`src/rtl/pot_pkg.sv`:
```
// Shared types and sizing helpers for the power-of-two weight encoders
// and the PoT shift multipliers that consume their codes.
package pot_pkg;

    typedef enum logic [1:0] {
        IDLE,
        SCAN,
        OUT
    } pot_enc_state_e;

    // Largest exponent that fits in the code once the sign bit is taken.
    function automatic int pot_exp_max(input int weight_bit_width);
        return (1 << (weight_bit_width - 1)) - 1;
    endfunction

    function automatic int pot_code_width(input int exp_max);
        return $clog2(exp_max + 1) + 1;
    endfunction

endpackage

```
`src/rtl/pot_round_clamp.sv`:
```
// Turns a leading-one position plus its round bit into a signed PoT code,
// clamping exponents that do not fit in the code.
module pot_round_clamp
    import pot_pkg::*;
#(
    parameter int WEIGHT_BIT_WIDTH = 4,
    parameter int VALUE_BIT_WIDTH  = 16
) (
    input  logic [$clog2(VALUE_BIT_WIDTH)-1:0] p,
    input  logic                               r,
    input  logic                               zero,
    input  logic                               sign,
    output logic [WEIGHT_BIT_WIDTH-1:0]        out_code,
    output logic                               out_sat,
    output logic                               out_zero
);

    localparam int EXP_W   = WEIGHT_BIT_WIDTH - 1;
    localparam int RAW_W   = $clog2(VALUE_BIT_WIDTH) + 1;
    localparam int EXP_MAX = pot_exp_max(WEIGHT_BIT_WIDTH);

    logic [RAW_W-1:0] exp_raw;
    logic             sat;

    // Rounding up to the next power of two is simply p + 1 when r is set.
    assign exp_raw = {1'b0, p} + {{(RAW_W-1){1'b0}}, r};
    assign sat     = int'(exp_raw) > EXP_MAX;

    always_comb begin
        out_code = '0;
        out_sat  = 1'b0;
        out_zero = 1'b0;
        if (zero) begin
            out_zero = 1'b1;
        end else begin
            out_sat  = sat;
            out_code = {sign, sat ? EXP_W'(EXP_MAX) : EXP_W'(exp_raw)};
        end
    end

endmodule

```
`src/rtl/pot_weight_encoder.sv`:
```
// Iterative signed-weight to power-of-two code encoder: one magnitude bit
// is examined per cycle, scanning down from the MSB to the leading one.
module pot_weight_encoder
    import pot_pkg::*;
#(
    parameter int WEIGHT_BIT_WIDTH = 4,
    parameter int VALUE_BIT_WIDTH  = 16
) (
    input  logic                        clk,
    input  logic                        rst_n,
    input  logic [VALUE_BIT_WIDTH-1:0]  in_value,
    input  logic                        in_valid,
    output logic                        in_ready,
    output logic [WEIGHT_BIT_WIDTH-1:0] out_code,
    output logic                        out_zero,
    output logic                        out_sat,
    output logic                        out_valid,
    input  logic                        out_ready
);

    localparam int N     = VALUE_BIT_WIDTH;
    localparam int IDX_W = $clog2(N);

    pot_enc_state_e              state, state_next;
    logic [N-1:0]                mag, mag_next;
    logic [IDX_W-1:0]            idx, idx_next;
    logic                        sign, sign_next;
    logic [WEIGHT_BIT_WIDTH-1:0] code_q, code_next;
    logic                        zero_q, zero_next;
    logic                        sat_q, sat_next;

    logic [WEIGHT_BIT_WIDTH-1:0] rc_code;
    logic                        rc_sat;
    logic                        rc_zero;
    logic                        rc_r;

    // The bit just below the leading one decides rounding; there is none at idx 0.
    assign rc_r = (idx != '0) & mag[N-2];

    pot_round_clamp #(
        .WEIGHT_BIT_WIDTH(WEIGHT_BIT_WIDTH),
        .VALUE_BIT_WIDTH (VALUE_BIT_WIDTH)
    ) u_round_clamp (
        .p       (idx),
        .r       (rc_r),
        .zero    (~mag[N-1]),
        .sign    (sign),
        .out_code(rc_code),
        .out_sat (rc_sat),
        .out_zero(rc_zero)
    );

    always_ff @(posedge clk or negedge rst_n) begin
        if (!rst_n) begin
            state  <= IDLE;
            mag    <= '0;
            idx    <= '0;
            sign   <= 1'b0;
            code_q <= '0;
            zero_q <= 1'b0;
            sat_q  <= 1'b0;
        end else begin
            state  <= state_next;
            mag    <= mag_next;
            idx    <= idx_next;
            sign   <= sign_next;
            code_q <= code_next;
            zero_q <= zero_next;
            sat_q  <= sat_next;
        end
    end

    always_comb begin
        state_next = state;
        mag_next   = mag;
        idx_next   = idx;
        sign_next  = sign;
        code_next  = code_q;
        zero_next  = zero_q;
        sat_next   = sat_q;
        case (state)
            IDLE: begin
                if (in_valid) begin
                    sign_next  = in_value[N-1];
                    // Negating the most negative value wraps to 2^(N-1), which is the true magnitude.
                    mag_next   = in_value[N-1] ? (~in_value + N'(1)) : in_value;
                    idx_next   = IDX_W'(N - 1);
                    state_next = SCAN;
                end
            end
            SCAN: begin
                if (mag[N-1] || (idx == '0)) begin
                    code_next  = rc_code;
                    zero_next  = rc_zero;
                    sat_next   = rc_sat;
                    state_next = OUT;
                end else begin
                    mag_next = mag << 1;
                    idx_next = idx - IDX_W'(1);
                end
            end
            OUT: begin
                if (out_ready) begin
                    state_next = IDLE;
                end
            end
            default: state_next = IDLE;
        endcase
    end

    assign in_ready  = (state == IDLE);
    assign out_valid = (state == OUT);
    assign out_code  = code_q;
    assign out_zero  = zero_q;
    assign out_sat   = sat_q;

endmodule

```
`config.mk`:
```
export PLATFORM = sky130hd
export DESIGN_NAME = pot_weight_encoder
export DESIGN_NICKNAME = d
export VERILOG_FILES = /design/src/rtl/pot_pkg.sv /design/src/rtl/pot_round_clamp.sv /design/src/rtl/pot_weight_encoder.sv
export SDC_FILE = /design/constraint.sdc
export NUM_CORES = 1
export LEC_CHECK = 0
export BUFFER_PORTS_ARGS = -buffer_cell sky130_fd_sc_hd__buf_2
export CAP_MARGIN = 20
export CELL_PAD_IN_SITES_DETAIL_PLACEMENT = 1
export CELL_PAD_IN_SITES_GLOBAL_PLACEMENT = 2
export CORE_MARGIN = 10
export CORE_UTILIZATION = 34
export CTS_CLUSTER_DIAMETER = 150
export DETAILED_ROUTE_END_ITERATION = 6
export PLACE_DENSITY = 0.82
export SLEW_MARGIN = 0
export SYNTH_ARGS = -nofsm -noshare
export SYNTH_HDL_FRONTEND = slang
export SYNTH_SLANG_ARGS = --single-unit
export TNS_END_PERCENT = 50
```
`constraint.sdc`:
```
create_clock -name clk -period 2.4 [get_ports clk]
set_input_delay 0.48 -clock clk [delete_from_list [all_inputs] [get_ports clk]]
set_output_delay 0.48 -clock clk [all_outputs]
set_load 0.02 [all_outputs]
```
# Word level (Yosys, flattened, before mapping)
# Index checks and enable logic that the tools add are counted.
dict set report totals {
  latch_bits 0
  ram_bits 0
  rom_bits 0
  inputBits 20
  word_cells 43
  reg_bits 29
  mem_count 0
}
dict set report op_classes {
  div 0
  bitwise_logic 2
  reduce_logical 9
  mul 0
  n_shift 0
  n_lt_le_gt_ge 1
  n_addsub 3
  mux 15
  eq_ne 6
}
# cell n
set ops {}
lappend ops {{16-bit two-way mux} 3}
lappend ops {{16-bit case mux with 2 select lines} 1}
lappend ops {{16-bit by 1-bit adder with 16-bit output (second input constant)} 1}
lappend ops {{16-bit NOT} 1}
lappend ops {{4-bit two-way mux} 3}
lappend ops {{4-bit case mux with 2 select lines} 1}
lappend ops {{2-bit two-way mux} 3}
lappend ops {{2-bit inequality test (second input constant)} 3}
lappend ops {{2-bit case mux with 3 select lines} 1}
lappend ops {{3-bit AND reduction} 2}
lappend ops {{4-bit by 1-bit adder with 5-bit output} 1}
lappend ops {{5-bit by 3-bit greater-than comparator with 1-bit output (second input constant)} 1}
lappend ops {{4-bit logical NOT} 1}
lappend ops {{2-bit AND reduction} 2}
lappend ops {{4-bit nonzero test} 1}
lappend ops {{4-bit by 1-bit subtractor with 4-bit output (second input constant)} 1}
lappend ops {{3-bit two-way mux} 1}
lappend ops {{2-bit by 1-bit == test with 1-bit output (second input constant)} 1}
lappend ops {{2-bit == test (second input constant)} 1}
lappend ops {{2-bit logical NOT} 1}
lappend ops {{1-bit two-way mux} 2}
lappend ops {{2-bit by 1-bit inequality test with 1-bit output (second input constant)} 1}
lappend ops {{2-bit nonzero test} 1}
lappend ops {{1-bit bitwise AND} 1}
lappend ops {{1-bit logical OR} 1}

# Logic depth before layout (Yosys ltp)
# Gate-level depths: netlist of run 1.
dict set report depth {
  word_depth 6
  ltp_mapped 9
  mapped_depth_nobuf 9
}

# By module
# A second synthesis of run 1 with hierarchy kept.
dict set report unflattened {
  hier_cells 190
  area_unflattened_um2 1684.1
}
# mod instances cells_per_inst area_each_um2 seq_area_each_um2
set by_module_without_submodules {}
lappend by_module_without_submodules {pot_weight_encoder 1 175 1582.8 725.7}
lappend by_module_without_submodules {pot_round_clamp 1 15 101.3 0.0}

# Worst setup path before layout of run 1
# No wires, ideal clock.
dict set report synth_path {
  path_kind {flip-flop to flip-flop}
  start {register idx[0]}
  end {register code_q[0], in the netlist out_code[0]}
  stages_incl_launch_ff 10
  n_path_buf 0
  arrival_ns 1.987
  setup_ns 0.133
  required_ns 2.267
  slack_ns 0.280
  path_cell_list {dfrtp_1 > inv_1 > ha_1 > or3b_2 > and2_1 > ha_1 > ha_1 > nand3b_1 > o211ai_1 > nand2_1}
}
dict set report synth_between {
  elab_chain_cells 6
  elab_cells_between_ends 9
}
# item line
set synth_rtl {}
lappend synth_rtl {{from (decl)} pot_weight_encoder.sv:26} ;# logic [IDX_W-1:0] idx, idx_next;
lappend synth_rtl {{from (signal assigned)} pot_weight_encoder.sv:65} ;# idx <= idx_next;
lappend synth_rtl {{4-bit nonzero test} pot_weight_encoder.sv:38} ;# assign rc_r = (idx != '0) & mag[N-2];
lappend synth_rtl {{1-bit bitwise AND} pot_weight_encoder.sv:38}
lappend synth_rtl {{4-bit by 1-bit adder with 5-bit output} pot_round_clamp.sv:26} ;# assign exp_raw = {1'b0, p} + {{(RAW_W-1){1'b0}}, r};
lappend synth_rtl {{5-bit by 3-bit greater-than comparator with 1-bit output} pot_round_clamp.sv:27} ;# assign sat = int'(exp_raw) > EXP_MAX;
lappend synth_rtl {{3-bit two-way mux} pot_round_clamp.sv:37} ;# out_code = {sign, sat ? EXP_W'(EXP_MAX) : EXP_W'(exp_raw)};
lappend synth_rtl {{4-bit two-way mux} pot_round_clamp.sv:33} ;# if (zero) begin
lappend synth_rtl {{to (signal assigned)} pot_weight_encoder.sv:67} ;# code_q <= code_next;
lappend synth_rtl {{to (decl)} pot_weight_encoder.sv:28} ;# logic [WEIGHT_BIT_WIDTH-1:0] code_q, code_next;
# Several ways; a longest one is shown, not always the timed one.
# A chain may end at the register's enable or synchronous reset.

# Worst setup path after layout of run 1
# Same ends and word-level chain as after synthesis.

==> results by group, run 1 <==
Synth
  – Largest cells by area after synthesis: dfrtp_1, nand2_1, o21ai_0
  – Area share of the largest cell type after synthesis: 0.402
  – Predominant post-synthesis flop cell: dfrtp_1
  – Mapped Nets: 234
  – Synth cell types: between 40 and 50
  – Asr flop ratio synth: 1.00
  – Yosys reg bits: 29
  – Mean Syn Cell Area: 8.59 µm²
  – YS warnings: 0
  – Part of the Yosys area used for sequential elements: 0.402
  – Post-Syn Area: 1800 µm²
  – Mapped Cells: 210
  – Area leader, netlist: dfrtp_1
  – Number of flops mapped to enable cells by yosys: 0

Drt
  – Antenna viol nets, final: 0
  – Met1 Wirelength: 2260 µm
  – Post-Route WL: 4910 µm
  – Max layer used: met4
  – Average vias per placed instance: 5.27
  – Vias post-DR: 1619
  – Iteration-0 DRC Markers: 36
  – DR WL/cell: 16.0 µm
  – Met3 Routed Length: around 240 µm
  – DRC errors left: 0
  – First-pass DRT Iterations: 4
  – WL met2: about 2300 µm

Floorplan
  – Floorplan core area: 5140 µm²
  – Initial core utilization: 0.351
  – Die height: between 90 and 100 µm
  – # rows: 26
  – Die area: 8620 µm²
  – Die width: 92.8 µm
  – IO Pins: 28

Setup path
  – CP Class: reg -> reg
  – Cell Chain, Critical Path: inv_1 -> ha_2 -> or3b_2 -> and2_1 -> ha_1 -> ha_1 -> nand3b_1 -> o211ai_1 -> nand2_1
  – Worst r2r path cells: 9
  – Worst-path maximum fanout: 4
  – CP Data Required Time: 2.56 ns
  – Largest stage delay on the critical path: 0.47 ns
  – Worst Path Arrival: 2.38 ns
  – Startpoint Class: flip-flop
  – CP Capture Type: flip-flop
  – Crit path max-delay cell type: or3b_2
  – Crit-path most repeated cell: ha_1

Clock tree
  – Root Buffer: clkbuf_8
  – TritonCTS clock tree: yes
  – H-Tree Depth: 2
  – Num CTS Buffers: 5
  – Hold_buf cts: 0
  – Clock latency on the worst-skew pair: 0.28 ns
  – Post-CTS Setup Bufs: 0
  – Post-CTS Resized: 0
  – Sink Count: 29
  – CTS clock-pin slew for the worst setup and hold paths: around 0.070 ns
  – Clock Path Buffers: 2

GRT
  – Total GRT Usage: 0.124
  – Initial antenna violation count: 0
  – Number of global-route vias before repair: between 1500 and 2000
  – Largest net degree at the start of global routing: 30
  – First-pass GRT wire length: 8740 µm
  – Gr ovfl total: 0

Hold path
  – HP Class: in -> async

Power and ir drop
  – Total power: 2570 µW
  – Leak Pwr: 0.000941 µW
  – Largest vdd supply drop: 0.000453 V
  – Pwr dens: around 1200 nW/µm²

Final layout
  – Area grow syn2layout: 18.3%
  – Fraction of layout cells with a size suffix above 1: 0.211
  – Ant. Diodes: 0
  – Final net count: 260

Timing
  – Fin crit period: 2.22 ns
  – TNS Setup: 0 ns
  – Fmax achieved: 450 MHz
  – RSZ-0062 raised after global routing: no
  – Worst-Margin Slew: between 0.6 and 0.7 ns
  – Final slew viol count: 0
  – Final hold vios: 0
  – Worst Skew: 0.00472 ns
  – Relative slew slack: 0.538
  – Final Cycle Share: 0.926
  – Finish-stage setup viols: 0

Outcome
  – Status: finished, final reports clean

Placement
  – DP HPWL: 3710 µm
  – Placer Congestion: 0.749
  – IO buf count: 27

Job
  – Max Cap Viol: 0
==> report_power, final <==
| part | total, µW | switching (µW) | internal [µW] |
|---|---|---|---|
| sequential | 867 | 144 | 723 |
| clock | 456 | 197 | 259 |
| combinational | 1250 | 747 | 503 |
==> registers in the layout, indices dropped and copies added (netlist names) <==
register / flops
mag: 16
idx: 4
out_code: 4
state: 2
out_sat: 1
out_zero: 1
sign: 1
==> area by class of cell <==
cell class	count	area, µm²
clock buffer	7	96.3
clock inverter	1	5.00
fill	657	3010
inverter	10	37.5
multi-input combinational	156	981
sequential	29	726
tap	70	87.6
timing repair buffer	34	200
==> metal layers <==
metal,global-route usage,vias up
met5,0,-
met4,0.0424,0
met3,0.0339,7
met2,0.203,33
met1,0.152,775
li1,-,804
==> synth_stat cells (2+ instances only) <==
master / number
ha_1: 4
o21ai_0: 16
o41ai_1: 3
nor3_1: 10
o31ai_1: 2
inv_1: 10
dfrtp_1: 29
nand2b_1: 4
nand2_1: 23
or2_2: 2
o21a_1: 3
a211o_1: 3
and3_1: 3
mux2i_1: 5
a211oi_1: 3
o211ai_1: 3
a22oi_1: 4
nor3b_1: 4
or3b_2: 3
xor2_1: 5
buf_2: 4
nor2b_1: 7
clkbuf_1: 11
or4_1: 3
nor4_1: 3
a21oi_1: 6
xnor2_1: 2
o32ai_1: 3
or3_1: 2
nor2_1: 12
nand3_1: 5
==> final timing paths <==
kind / startpoint / endpoint / slack [ns]
min in group clk: out_ready / state[1]$_DFFE_PN0P_ / 0.40
max in group asynchronous: rst_n / sign$_DFFE_PN0P_ / 1.71
worst min-delay path: rst_n / mag[12]$_DFFE_PN0P_ / 0.24
worst min register to register: out_sat$_DFFE_PN0P_ / out_sat$_DFFE_PN0P_ / 0.48
worst max register to register: idx[0]$_DFFE_PN0P_ / out_code[0]$_DFFE_PN0P_ / 0.18
worst max-delay path: idx[0]$_DFFE_PN0P_ / out_code[0]$_DFFE_PN0P_ / 0.18
==> placed cells by master, fill, tap and decap left out, types with 4 or more instances in the layout <==
| cell type | instances |
|---|---|
| nor3b_1 | 4 |
| nor2b_1 | 7 |
| o21ai_0 | 16 |
| nand2_1 | 23 |
| a21oi_1 | 6 |
| buf_2 | 27 |
| clkbuf_8 | 7 |
| nor2_1 | 12 |
| a22oi_1 | 4 |
| xor2_1 | 5 |
| nor3_1 | 10 |
| mux2i_1 | 5 |
| dfrtp_1 | 29 |
| buf_4 | 6 |
| inv_1 | 10 |
| nand3_1 | 5 |
| nand2b_1 | 4 |
==> critical path: cells and delay by family (launching register included) <==
family / cells / cell delay [ns]
simple gates: 4 / 0.90
buf+inv: 1 / 0.06
flops: 1 / 0.38
compound gates: 1 / 0.18
fa+ha+maj: 3 / 0.58
==> metrics by stage <==
stage / cells / cell area, µm² / hold slack (ns) / utilization / setup WS (ns)
final: 307 / 2130 / 0.236 / 0.415 / 0.177
after global routing: 307 / 2130 / 0.285 / 0.415 / 0.00299
after CTS: 307 / 2130 / 0.262 / 0.415 / 0.124
after detailed placement: 299 / 2030 / 0.467 / 0.395 / 0.0828
after global placement: 299 / 2030 / 0.456 / 0.395 / 0.118
after floorplan: 210 / 1800 / 0.184 / - / 0.280
==> cells by family after synthesis <==
kind of cell / Yosys count / share of synthesized area
AOI/OAI and AO/OA: 52 / 0.192
xor gates and xnor gates: 7 / 0.0340
adders and majority gates: 4 / 0.0278
buffers and inverters: 25 / 0.0548
DFF: 29 / 0.403
muxes: 5 / 0.0278
and+or+nand+nor: 88 / 0.262
(Power assumes the default switching activity.)
==> run 2: changes to the inputs <==
Settings changed: CELL_PAD_IN_SITES_GLOBAL_PLACEMENT 2 to 1, CORE_UTILIZATION 34 to 42.
==> run 2 against run 1 <==
Setup slack improved by 0.072 ns; via count rose by 0.31%; clock power is 8.3% lower; clock skew rose by 0.0033 ns; sequential cell count did not move; power down 3.0%; routed wire length fell by 3.4%; core utilization is 9.5 points higher; register-to-register slack better by 0.07 ns; global-route usage is 1.7 points higher.
==> results by group, run 2 (synthesis results as in run 1) <==
Outcome
  – Status: finished, final reports clean

Final layout
  – Ant. Diodes: 0
  – Storage cell area: 726 µm²
  – Top reg by flops: mag
  – Fin area: 2080 µm²
  – Filler cells: 509
  – Final net count: between 200 and 300
  – Multi-input gate area: approximately 980 µm²
  – Area grow syn2layout: 15.5%
  – Fraction of layout cells with a size suffix above 1: 0.203
  – Fin util: 0.510
  – Most common cell after layout, fill and taps aside: dfrtp_1
  – Commonest cells after routing, fill and taps aside: dfrtp_1, buf_2, nand2_1
  – Largest register FFs: 16

Timing
  – TNS Setup: 0 ns
  – Worst Skew: between 0.008 and 0.009 ns
  – Final hold vios: 0
  – Finish-stage setup viols: 0
  – Final slew viol count: 0
  – Worst-Margin Slew: 0.675 ns
  – Fin crit period: 2.15 ns
  – RSZ-0062 raised after global routing: no
  – Fmax achieved: 465 MHz
  – Final Cycle Share: 0.896
  – Relative slew slack: 0.550

GRT
  – Total GRT Usage: 0.141
  – Largest net degree at the start of global routing: 30
  – Number of global-route vias before repair: ~1700
  – Initial antenna violation count: 0
  – Gr ovfl total: 0
  – First-pass GRT wire length: 8500 µm

Clock tree
  – Clock Path Buffers: 2
  – CTS clock-pin slew for the worst setup and hold paths: roughly 0.070 ns
  – Clock latency on the worst-skew pair: 0.28 ns
  – H-Tree Depth: 2
  – Root Buffer: clkbuf_8
  – TritonCTS clock tree: yes
  – Sink Count: 29
  – Hold_buf cts: 0
  – Num CTS Buffers: 5

Setup path
  – Startpoint Class: flip-flop
  – Worst-path maximum fanout: 4
  – CP Data Required Time: 2.55 ns
  – CP Capture Type: flip-flop
  – Worst Path Arrival: ~2.3 ns
  – CP Class: reg -> reg

Floorplan
  – IO Pins: 28
  – Die width: roughly 86 µm
  – # rows: 23
  – Die area: 7310 µm²
  – Floorplan core area: 4090 µm²
  – Initial core utilization: 0.441
  – Die height: around 86 µm

Drt
  – Iteration-0 DRC Markers: 84
  – Antenna viol nets, final: 0
  – Vias post-DR: 1624
  – First-pass DRT Iterations: 4
  – DRC errors left: 0
  – DR WL/cell: 16.6 µm
  – Average vias per placed instance: 5.68
  – Post-Route WL: about 4700 µm

Placement
  – Placer Congestion: 0.788
  – IO buf count: 27
  – Post-Place Cell Area: just under 2000 µm²
  – DP HPWL: 3580 µm

Power and ir drop
  – Largest vdd supply drop: 0.000389 V
  – Leak Pwr: 0.000928 µW
  – Pwr dens: ~1200 nW/µm²

Job
  – Max Cap Viol: 0

Hold path
  – HP Class: in -> async
-- run 2: cell types whose count changed in the layout (fill, tap and decap cells not counted), sizes merged --
| cell | delta |
|---|---|
| clkinv | -1 |
-- run 2: where the power goes --
group | switching (µW) | internal [µW] | leakage (µW) | total [µW]
Sequential | 137 | 723 | 0.000338 | 861
Combinational | 739 | 479 | 0.000545 | 1220
Clock | 191 | 227 | 0.0000443 | 418
-- run 2: layout make-up --
class / count / area share
flip-flops and latches: 29 / 0.348
repair buffers: 34 / 0.0901
well taps: 50 / 0.0300
clock buffers: 7 / 0.0414
multi-input cells: 156 / 0.472
inverters: 10 / 0.0180
-- run 2: metrics by stage --
stage	cells	hold slack, ns	worst slack (ns)	power, µW
global placement	278	0.454	0.136	2040
finish	286	0.227	0.249	2500
floorplan	210	0.184	0.280	1700
global route	286	0.279	0.0770	2740
CTS	285	0.255	0.0906	2520
detailed placement	278	0.467	0.0937	2090
-- run 2: worst max-delay path, cell delays in order, from the launching register on --
cell      delay (ns)
dfrtp_1         0.37
inv_1           0.07
ha_2            0.20
or3b_4          0.39
and2_1          0.17
ha_1            0.19
ha_1            0.20
nand3b_1        0.16
o211ai_1        0.18
nand2_1         0.08
-- run 2: final timing paths --
kind | from | slack [ns] | to | cells past startpoint
max reg2reg | idx[0]$_DFFE_PN0P_ | 0.25 | out_sat$_DFFE_PN0P_ | 9
max in group asynchronous | rst_n | 1.73 | mag[4]$_DFFE_PN0P_ | 1
max | idx[0]$_DFFE_PN0P_ | 0.25 | out_sat$_DFFE_PN0P_ | 9
min reg2reg | mag[2]$_DFFE_PN0P_ | 0.48 | mag[2]$_DFFE_PN0P_ | 2
min in group clk | out_ready | 0.41 | state[1]$_DFFE_PN0P_ | 2
min | rst_n | 0.23 | mag[12]$_DFFE_PN0P_ | 1
-- run 2: layer usage --
metal	track usage	routed length, µm	vias to the layer above	part of all wire
met3	0.0473	294	7	0.062
met4	0.0494	79	0	0.017
li1	-	-	801	-
met1	0.174	2160	778	0.46
met5	0	0	-	0
met2	0.224	2210	38	0.47
-- run 2: repair_timing --
action                                  in CTS  in global routing
resized for setup                            0                  2
setup buffers                                0                  1
endpoints found under the setup margin       0                  4
==> run 3: changes to the inputs <==
--- a/config.mk
+++ b/config.mk
@@ -9,3 +9,3 @@
 export CAP_MARGIN = 20
-export CELL_PAD_IN_SITES_DETAIL_PLACEMENT = 1
+export CELL_PAD_IN_SITES_DETAIL_PLACEMENT = 0
 export CELL_PAD_IN_SITES_GLOBAL_PLACEMENT = 1
@@ -16,2 +16,3 @@
 export PLACE_DENSITY = 0.82
+export SETUP_SLACK_MARGIN = 0.1
 export SLEW_MARGIN = 0
--- a/constraint.sdc
+++ b/constraint.sdc
@@ -3,2 +3,2 @@
 set_output_delay 0.48 -clock clk [all_outputs]
-set_load 0.02 [all_outputs]
+set_load 0.1 [all_outputs]
==> run 3 against run 2 <==
Die area is the same; clock power grew 27%; sequential share of layout area shrank 0.50 points; largest cell class unchanged; highest routed layer unchanged; clock skew shrank 0.00079 ns.
==> results by group, run 3 (synthesis results as in run 1) <==
Final layout
  – Area grow syn2layout: 17.2%
  – Final net count: 260
  – Fin area: 2110 µm²
  – Largest register FFs: 16
  – Ant. Diodes: 0
  – Most common cell after layout, fill and taps aside: dfrtp_1
  – Commonest cells after routing, fill and taps aside: dfrtp_1, buf_2, nand2_1
  – Top reg by flops: mag
  – Fraction of layout cells with a size suffix above 1: 0.207
  – Fin util: 0.517

Setup path
  – Worst-path maximum fanout: 4
  – Startpoint Class: flip-flop
  – CP Class: reg -> reg
  – CP Data Required Time: 2.55 ns
  – Worst flop-to-flop path startpoint: idx[0]$_DFFE_PN0P_
  – CP Capture Type: flip-flop
  – Worst R2R Setup Slack: 0.28 ns
  – Worst Path Arrival: 2.27 ns
  – CP endpoint: out_code[1]$_DFFE_PN0P_
  – Worst r2r path cells: 9
  – Reg2reg end: out_code[1]$_DFFE_PN0P_
  – Crit. Startpoint: idx[0]$_DFFE_PN0P_

GRT
  – Initial antenna violation count: 0
  – Total GRT Usage: 0.121
  – First-pass GRT wire length: around 7300 µm
  – Number of global-route vias before repair: roughly 1600
  – Largest net degree at the start of global routing: 30
  – Gr ovfl total: 0

Floorplan
  – Floorplan core area: 4090 µm²
  – IO Pins: 28
  – Initial core utilization: 0.441
  – Die height: 85.5 µm
  – # rows: 23
  – Die area: 7310 µm²
  – Die width: 85.5 µm

Power and ir drop
  – Pwr dens: roughly 1400 nW/µm²
  – Largest vdd supply drop: between 0.0004 and 0.0005 V
  – Leak Pwr: approximately 0.00094 µW

Clock tree
  – CTS clock-pin slew for the worst setup and hold paths: roughly 0.070 ns
  – TritonCTS clock tree: yes
  – Root Buffer: clkbuf_8
  – Sink Count: 29
  – Num CTS Buffers: 5
  – Clock Path Buffers: 2
  – H-Tree Depth: 2
  – Clock latency on the worst-skew pair: approximately 0.28 ns

Timing
  – Final Cycle Share: 0.883
  – TNS Setup: 0 ns
  – Final slew viol count: 0
  – Worst Skew: between 0.007 and 0.008 ns
  – Relative slew slack: 0.562
  – Fmax achieved: approximately 470 MHz
  – Fin crit period: 2.12 ns
  – RSZ-0062 raised after global routing: no
  – Worst-Margin Slew: 0.658 ns
  – Finish-stage setup viols: 0
  – Final hold vios: 0
  – Worst hold slack: 0.221 ns

Placement
  – Placer Congestion: 0.788
  – IO buf count: 27
  – Post-Place Cell Area: about 2000 µm²
  – DP HPWL: between 3000 and 4000 µm

Drt
  – Antenna viol nets, final: 0
  – DR WL/cell: 14.9 µm
  – Iteration-0 DRC Markers: 40
  – First-pass DRT Iterations: 4
  – Vias post-DR: 1580
  – Average vias per placed instance: 5.51
  – DRC errors left: 0
  – Post-Route WL: 4270 µm

Hold path
  – HP Class: in -> async

Job
  – Max Cap Viol: 0

Outcome
  – Status: finished, final reports clean
[run 3: final cells by class]
class                           count  area [µm²]
Multi-Input combinational cell    156         983
Clock buffer                        7        86.3
Inverter                           10        37.5
Clock inverter                      1        30.0
Fill cell                         396        1970
Tap cell                           50        62.6
Timing Repair Buffer               34         188
Sequential cell                    29         726
[run 3: timing repair]
| action | CTS | global route |
|---|---|---|
| buffers inserted | 0 | 1 |
| gates resized for setup | 0 | 2 |
| hold endpoints to repair | 0 | 0 |
| hold buffers | 0 | 0 |
| setup endpoints to repair | 0 | 4 |
[run 3: worst min path at each step]
stage | start | end | slack (ns) | cells after the start
detailed placement | out_sat$_DFFE_PN0P_ | out_sat$_DFFE_PN0P_ | 0.46 | 2
CTS | rst_n | mag[12]$_DFFE_PN0P_ | 0.25 | 1
floorplan | rst_n | idx[0]$_DFFE_PN0P_ | 0.18 | 0
finish | rst_n | mag[12]$_DFFE_PN0P_ | 0.22 | 1
global route | rst_n | mag[12]$_DFFE_PN0P_ | 0.28 | 1
global placement | out_sat$_DFFE_PN0P_ | out_sat$_DFFE_PN0P_ | 0.45 | 2
[run 3: worst max-delay path, cell delays in order (launching register included)]
cell and delay, ns:
dfrtp_1 0.38, inv_1 0.07, ha_2 0.20, or3b_4 0.39, and2_1 0.17, ha_1 0.19
ha_1 0.20, nand3b_1 0.15, o211ai_1 0.17, nand2_1 0.09
[run 3: per-stage QoR]
step / power [µW] / setup slack, ns / std cells
2_1_floorplan: 2100 / 0.243 / 210
3_3_place_gp: 2460 / 0.136 / 278
3_5_place_dp: 2480 / 0.0984 / 278
4_1_cts: 3020 / 0.120 / 286
5_1_grt: 3220 / 0.143 / 287
6_report: 3000 / 0.282 / 287
[run 3: layer usage]
metal | global-route usage | wire length, µm | part of all wire | up-vias
li1 | - | - | - | 809
met1 | 0.152 | 2100 | 0.49 | 738
met2 | 0.187 | 1900 | 0.45 | 28
met3 | 0.0426 | 210 | 0.049 | 5
met4 | 0.0404 | 56 | 0.013 | 0
met5 | 0 | 0 | 0 | -
[run 3: power by group]
group / switching (µW) / internal, µW
Clock: 194 / 338
Sequential: 138 / 723
Combinational: 1130 / 477
